$ cat src/rtl/multicycle_control_fsm.sv
// Multi-cycle RV32I control unit: sequences each instruction through its datapath
// states, handshakes with memory under a wait-state timeout, and halts on traps.
module multicycle_control_fsm #(
  parameter int SUPPORT_SYSTEM = 1,
  parameter int TIMEOUT_CYCLES = 255,
  parameter int TW             = $clog2(TIMEOUT_CYCLES + 1)
) (
  input  logic       i_clk,
  input  logic       i_rst,
  input  logic [6:0] i_opcode,
  input  logic [2:0] i_funct3,
  input  logic       i_memAck,
  output logic       o_memReq,
  output logic       o_memWrite,
  output logic       o_adrSrc,
  output logic       o_irWrite,
  output logic       o_pcWrite,
  output logic       o_branch,
  output logic       o_regWrite,
  output logic [1:0] o_ALUSrcA,
  output logic [1:0] o_ALUSrcB,
  output logic [1:0] o_ALUOp,
  output logic [2:0] o_immSrc,
  output logic [1:0] o_resultSrc,
  output logic       o_readDataSrc,
  output logic       o_immPlusSrc,
  output logic       o_trap,
  output logic [1:0] o_trapCause,
  output logic       o_halted,
  output logic [3:0] o_state
);

  // With the timeout disabled TW collapses to 0, so the counter keeps at least one bit.
  localparam int             CW    = (TW < 1) ? 1 : TW;
  localparam logic [CW-1:0]  TMAX  = CW'(TIMEOUT_CYCLES);
  localparam bit             TO_EN = (TIMEOUT_CYCLES != 0);

  typedef enum logic [3:0] {
    IDLE   = 4'd0,
    FETCH  = 4'd1,
    DECODE = 4'd2,
    MEMADR = 4'd3,
    MEMRD  = 4'd4,
    MEMWB  = 4'd5,
    MEMWR  = 4'd6,
    EXEC_R = 4'd7,
    EXEC_I = 4'd8,
    ALUWB  = 4'd9,
    BRANCH = 4'd10,
    JAL    = 4'd11,
    JALR   = 4'd12,
    UPPER  = 4'd13,
    TRAP   = 4'd14,
    HALT   = 4'd15
  } state_t;

  state_t        state_q, state_d;
  logic [CW-1:0] cnt_q, cnt_d;
  logic [1:0]    cause_q, cause_d;
  logic          expired;
  logic          unusedOpcodeBits;

  assign unusedOpcodeBits = ^i_opcode[1:0];
  assign expired          = TO_EN && (cnt_q == TMAX);

  always_ff @(posedge i_clk or posedge i_rst) begin
    if (i_rst) begin
      state_q <= IDLE;
      cnt_q   <= '0;
      cause_q <= 2'b00;
    end else begin
      state_q <= state_d;
      cnt_q   <= cnt_d;
      cause_q <= cause_d;
    end
  end

  // The counter only survives while a wait state loops on itself; every entry clears it.
  always_comb begin
    state_d = state_q;
    cnt_d   = '0;
    cause_d = cause_q;
    case (state_q)
      IDLE: state_d = FETCH;
      FETCH: begin
        if (i_memAck)     state_d = DECODE;
        else if (expired) begin state_d = TRAP; cause_d = 2'b11; end
        else              cnt_d = cnt_q + CW'(1);
      end
      DECODE: begin
        casez (i_opcode[6:2])
          5'b00000, 5'b01000: state_d = MEMADR;
          5'b01100:           state_d = EXEC_R;
          5'b00100:           state_d = EXEC_I;
          5'b11000:           state_d = BRANCH;
          5'b11011:           state_d = JAL;
          5'b11001:           state_d = JALR;
          5'b0?101:           state_d = UPPER;
          5'b00011:           state_d = FETCH;
          5'b11100: begin
            state_d = TRAP;
            cause_d = (SUPPORT_SYSTEM != 0) ? 2'b10 : 2'b01;
          end
          default: begin
            state_d = TRAP;
            cause_d = 2'b01;
          end
        endcase
      end
      MEMADR: state_d = i_opcode[5] ? MEMWR : MEMRD;
      MEMRD: begin
        if (i_memAck)     state_d = MEMWB;
        else if (expired) begin state_d = TRAP; cause_d = 2'b11; end
        else              cnt_d = cnt_q + CW'(1);
      end
      MEMWR: begin
        if (i_memAck)     state_d = FETCH;
        else if (expired) begin state_d = TRAP; cause_d = 2'b11; end
        else              cnt_d = cnt_q + CW'(1);
      end
      EXEC_R, EXEC_I:                          state_d = ALUWB;
      MEMWB, ALUWB, BRANCH, JAL, JALR, UPPER:  state_d = FETCH;
      TRAP:                                    state_d = HALT;
      HALT:                                    state_d = HALT;
      default:                                 state_d = IDLE;
    endcase
  end

  // Moore decode; IR and PC latch in FETCH are the only ack-gated enables.
  always_comb begin
    o_memReq    = 1'b0;
    o_memWrite  = 1'b0;
    o_adrSrc    = 1'b0;
    o_irWrite   = 1'b0;
    o_pcWrite   = 1'b0;
    o_branch    = 1'b0;
    o_regWrite  = 1'b0;
    o_ALUSrcA   = 2'b00;
    o_ALUSrcB   = 2'b00;
    o_ALUOp     = 2'b00;
    o_resultSrc = 2'b00;
    o_trap      = 1'b0;
    o_halted    = 1'b0;
    case (state_q)
      FETCH: begin
        o_memReq    = 1'b1;
        o_ALUSrcB   = 2'b10;
        o_resultSrc = 2'b10;
        o_irWrite   = i_memAck;
        o_pcWrite   = i_memAck;
      end
      DECODE: begin
        o_ALUSrcA = 2'b01;
        o_ALUSrcB = 2'b01;
      end
      MEMADR: begin
        o_ALUSrcA = 2'b10;
        o_ALUSrcB = 2'b01;
      end
      MEMRD: begin
        o_memReq = 1'b1;
        o_adrSrc = 1'b1;
      end
      MEMWB: begin
        o_resultSrc = 2'b01;
        o_regWrite  = 1'b1;
      end
      MEMWR: begin
        o_memReq   = 1'b1;
        o_memWrite = 1'b1;
        o_adrSrc   = 1'b1;
      end
      EXEC_R: begin
        o_ALUSrcA = 2'b10;
        o_ALUOp   = 2'b10;
      end
      EXEC_I: begin
        o_ALUSrcA = 2'b10;
        o_ALUSrcB = 2'b01;
        o_ALUOp   = 2'b10;
      end
      ALUWB: o_regWrite = 1'b1;
      BRANCH: begin
        o_ALUSrcA = 2'b10;
        o_ALUOp   = 2'b01;
        o_branch  = 1'b1;
      end
      JAL: begin
        o_resultSrc = 2'b11;
        o_regWrite  = 1'b1;
        o_pcWrite   = 1'b1;
      end
      JALR: begin
        o_ALUSrcA   = 2'b10;
        o_ALUSrcB   = 2'b01;
        o_resultSrc = 2'b10;
        o_pcWrite   = 1'b1;
        o_regWrite  = 1'b1;
      end
      UPPER: begin
        o_resultSrc = 2'b10;
        o_ALUSrcA   = 2'b01;
        o_ALUSrcB   = 2'b01;
        o_regWrite  = 1'b1;
      end
      TRAP:    o_trap   = 1'b1;
      HALT:    o_halted = 1'b1;
      default: ;
    endcase
  end

  always_comb begin
    o_immSrc = 3'b000;
    casez (i_opcode[6:2])
      5'b00100: o_immSrc = (i_funct3[1:0] == 2'b01) ? 3'b010 : 3'b001;
      5'b01000: o_immSrc = 3'b011;
      5'b0?101: o_immSrc = 3'b100;
      5'b11000: o_immSrc = 3'b101;
      5'b11001: o_immSrc = 3'b110;
      5'b11011: o_immSrc = 3'b111;
      default:  o_immSrc = 3'b000;
    endcase
  end

  assign o_readDataSrc = i_funct3[2];
  assign o_immPlusSrc  = ~i_opcode[5];
  assign o_trapCause   = cause_q;
  assign o_state       = state_q;

endmodule

$ cat config.mk
export PLATFORM = sky130hd
export DESIGN_NAME = multicycle_control_fsm
export DESIGN_NICKNAME = d
export VERILOG_FILES = /design/src/rtl/multicycle_control_fsm.sv
export SDC_FILE = /design/constraint.sdc
export NUM_CORES = 1
export LEC_CHECK = 0
export ABC_AREA = 1
export ABC_CLOCK_PERIOD_IN_PS = 3700
export CAP_MARGIN = 20
export CORE_MARGIN = 10
export CORE_UTILIZATION = 30
export CTS_BUF_LIST = sky130_fd_sc_hd__clkbuf_8
export DETAILED_ROUTE_END_ITERATION = 8
export PLACE_DENSITY_LB_ADDON = 0.12
export SYNTH_ARGS = -nofsm -noshare
export SYNTH_HDL_FRONTEND = slang
export SYNTH_SLANG_ARGS = --single-unit
$ cat constraint.sdc
create_clock -name i_clk -period 3.7 [get_ports i_clk]
set_clock_uncertainty 0.05 [all_clocks]
set_input_delay 0.555 -clock i_clk [delete_from_list [all_inputs] [get_ports i_clk]]
set_output_delay 0.555 -clock i_clk [all_outputs]
set_load 0.03 [all_outputs]
==> impl_metrics.json <==
{
  "p_per_area_mw_per_mm2": 208,
  "rows": 23,
  "clock_sinks": 14,
  "clkPwrFrac_pct": 42.2,
  "synth_nets": 204,
  "overflow": 0,
  "yosysSeqAreaShare_pct": 28.6,
  "syn-instance-count": 190,
  "layout-drive-gt1-share_pct": 10.6,
  "drv_cap": 0,
  "grt_busiest_layer": "met2",
  "fp.dieArea_mm2": 0.00704,
  "cts_resized": 0,
  "firstDrtPassIters": 4,
  "synth_top_area_cell": "dfrtp_1",
  "clkTransAtPathRegs_ns": 0.06,
  "hpwl_um": 2850,
  "async_reset_ff_share_pct": 100,
  "numCtsBuffers": 3,
  "dpl.cell_count": 273,
  "seq_power_share_pct": 44.0,
  "fin_crit_ns": 3.10,
  "fmax_mhz": 323,
  "antenna_cells": 0,
  "via_count": 1301,
  "maxSlewHeadroom_pct": 64.0,
  "synth_edf_count": 0,
  "fin_tns_setup_ns": 0,
  "avgSynthCellArea_um2": 6.45,
  "htreeDepth": 1,
  "holdWs_ns": 0.407,
  "drc": 0,
  "worst_slew_pin_slew_ns": 0.539,
  "grt_setup_unrepaired": "false",
  "gp_congestion": 0.825,
  "hold_class": "reg -> reg",
  "grtUsageMet1_pct": 12.0,
  "vdd_drop_max_mv": 0.118,
  "postRouteWirelength_um": 3390,
  "drv_slew": 0,
  "finalCritPeriodShare_pct": 83.8,
  "clk_latency_ns": 0.24,
  "clockBufferDepth": 2,
  "grt_pass1_wl_um": 5820,
  "path_max_fanout": 6,
  "status": "completed",
  "initial_core_util_pct": 30.8,
  "finalPower_uw": 349,
  "antenna_found_initial": 0,
  "cts-root-buf": "clkbuf_8",
  "grtUsageMet2_pct": 15.3,
  "drt_iter0_drc": 94,
  "ys_types": 32,
  "crit_type": "in -> out",
  "yosys_register_bits": 14,
  "power.switching_uw": 82.1,
  "grt_pass1_vias": 1246,
  "grt_max_degree": 15,
  "swShare_pct": 23.5,
  "core-area_mm2": 0.00397,
  "syn_area_mm2": 0.00122,
  "postCtsSetupBuffers": 0,
  "die_h_um": 83.9,
  "synthTopCellsByArea": "dfrtp_1, nand2_1, nor2_1",
  "arrival_ns": 2.49,
  "hold_violations": 0,
  "critPathCaptureType": "output pin",
  "critPathLaunchType": "input port",
  "finalSetupViolations": 0,
  "syn2layout_area_growth_pct": 36.9,
  "p_leak_uw": 0.000756,
  "avgViaCountPerCell": 4.70,
  "pin_count": 41,
  "multi_input_area_um2": 742,
  "final_core_util_pct": 42.2,
  "p_int_uw": 267,
  "cp.required_ns": 3.09,
  "nets": 242,
  "die_width_um": 83.9,
  "stdcell_count": 277,
  "wl_per_cell_um": 12.2,
  "yosysWarnings": 0,
  "cts_tree": "yes",
  "portBuffers": 36,
  "regArea_um2": 350,
  "grt_usage_pct": 9.60,
  "cts.hold.buffers_added": 0,
  "grtUsageMet3_pct": 3.61,
  "synth_top_area_share_pct": 28.6,
  "synthFlopType": "dfrtp_1",
  "num-fill-cells": 444,
  "p_comb_share_pct": 13.8,
  "drtAntennaViolNets": 0
}
==> path summary, 6_finish.rpt <==
| path | startpoint | to | slack, ns | cells past startpoint |
|---|---|---|---|---|
| max | i_opcode[4] | o_immSrc[0] | 0.60 | 6 |
| min | cnt_q[0]$_DFF_PP0_ | cnt_q[0]$_DFF_PP0_ | 0.41 | 1 |
| max reg2reg | o_state[1]$_DFF_PP0_ | o_trapCause[0]$_DFFE_PP0P_ | 2.13 | 6 |
| min reg2reg | cnt_q[0]$_DFF_PP0_ | cnt_q[0]$_DFF_PP0_ | 0.41 | 1 |
| max in group asynchronous | i_rst | cnt_q[7]$_DFF_PP0_ | 2.64 | 2 |
| min in group asynchronous | i_rst | o_trapCause[0]$_DFFE_PP0P_ | 0.60 | 2 |
==> metal layers <==
layer  up-vias  wire length (µm)
met4         0                25
met3         5               195
met1       584              1630
li1        683                 -
met5         -                 0
met2        29              1530
==> placed cells by master (no fill, tap or decap), types with 2 or more instances in the layout <==
master,n
o21ai_0,6
nand4_1,4
nand2_2,3
nor3b_1,2
a21oi_1,5
nor2_2,5
nor3_1,2
nor2_4,3
inv_2,3
nand3_1,21
xor2_1,3
nand3_2,2
clkbuf_8,4
dfrtp_1,14
nor2_1,31
nand2_4,2
nand2_1,45
inv_1,23
clkdlybuf4s50_1,36
==> state kept, by name, summed over array words and instances, names as in the netlist <==
register and flops:
cnt_q 8, o_state 4, o_trapCause 2
==> critical path, cell delays in order <==
cell	delay, ns
clkdlybuf4s50_1	0.62
inv_1	0.09
nor2_1	0.21
nand3_1	0.13
o2111ai_1	0.19
clkdlybuf4s50_1	0.70
==> Yosys cell counts (2+ instances only) <==
library cell and number:
nand4_1 4, nand3_1 21, a21oi_1 5, nand2_1 45
o21ai_0 6, buf_4 2, inv_2 3, dfrtp_1 14
nor2_4 3, nor2_2 5, xor2_1 3, nor3_1 2
nand2_2 3, nor2_1 31, inv_1 23, nand3_2 2
nor3b_1 2, nand2_4 2
==> power groups by stage <==
stage	clock network, µW	registers (µW)	logic (µW)
floorplan	0	157	27.1
global placement	0	156	48.9
detailed placement	0	156	48.6
CTS	154	153	48.7
global route	163	153	54.3
finish	147	153	48.3
==> metrics by stage <==
| step | area (µm²) | setup slack, ns |
|---|---|---|
| floorplan | 1220 | 1.14 |
| global placement | 1620 | 0.589 |
| detailed placement | 1620 | 0.604 |
| CTS | 1680 | 0.598 |
| global route | 1680 | 0.452 |
| finish | 1680 | 0.601 |
==> kinds of logic after synthesis <==
logic type                 count (synthesis)  synth area share [%]
adders and majority gates                  1                  1.02
and+or+nand+nor                          125                  49.4
buffers and inverters                     30                  10.8
AOI/OAI and AO/OA                         16                  7.25
xor gates and xnor gates                   4                  2.86
DFF                                       14                  28.6
==> cell type report <==
cell class	count	area share, %
flip-flops and latches	14	20.9
clock buffers	4	3.28
repair buffers	36	21.5
inverters	27	6.34
well taps	50	3.73
multi-input cells	146	44.3
No activity file was read; power rests on OpenSTA's default activity.
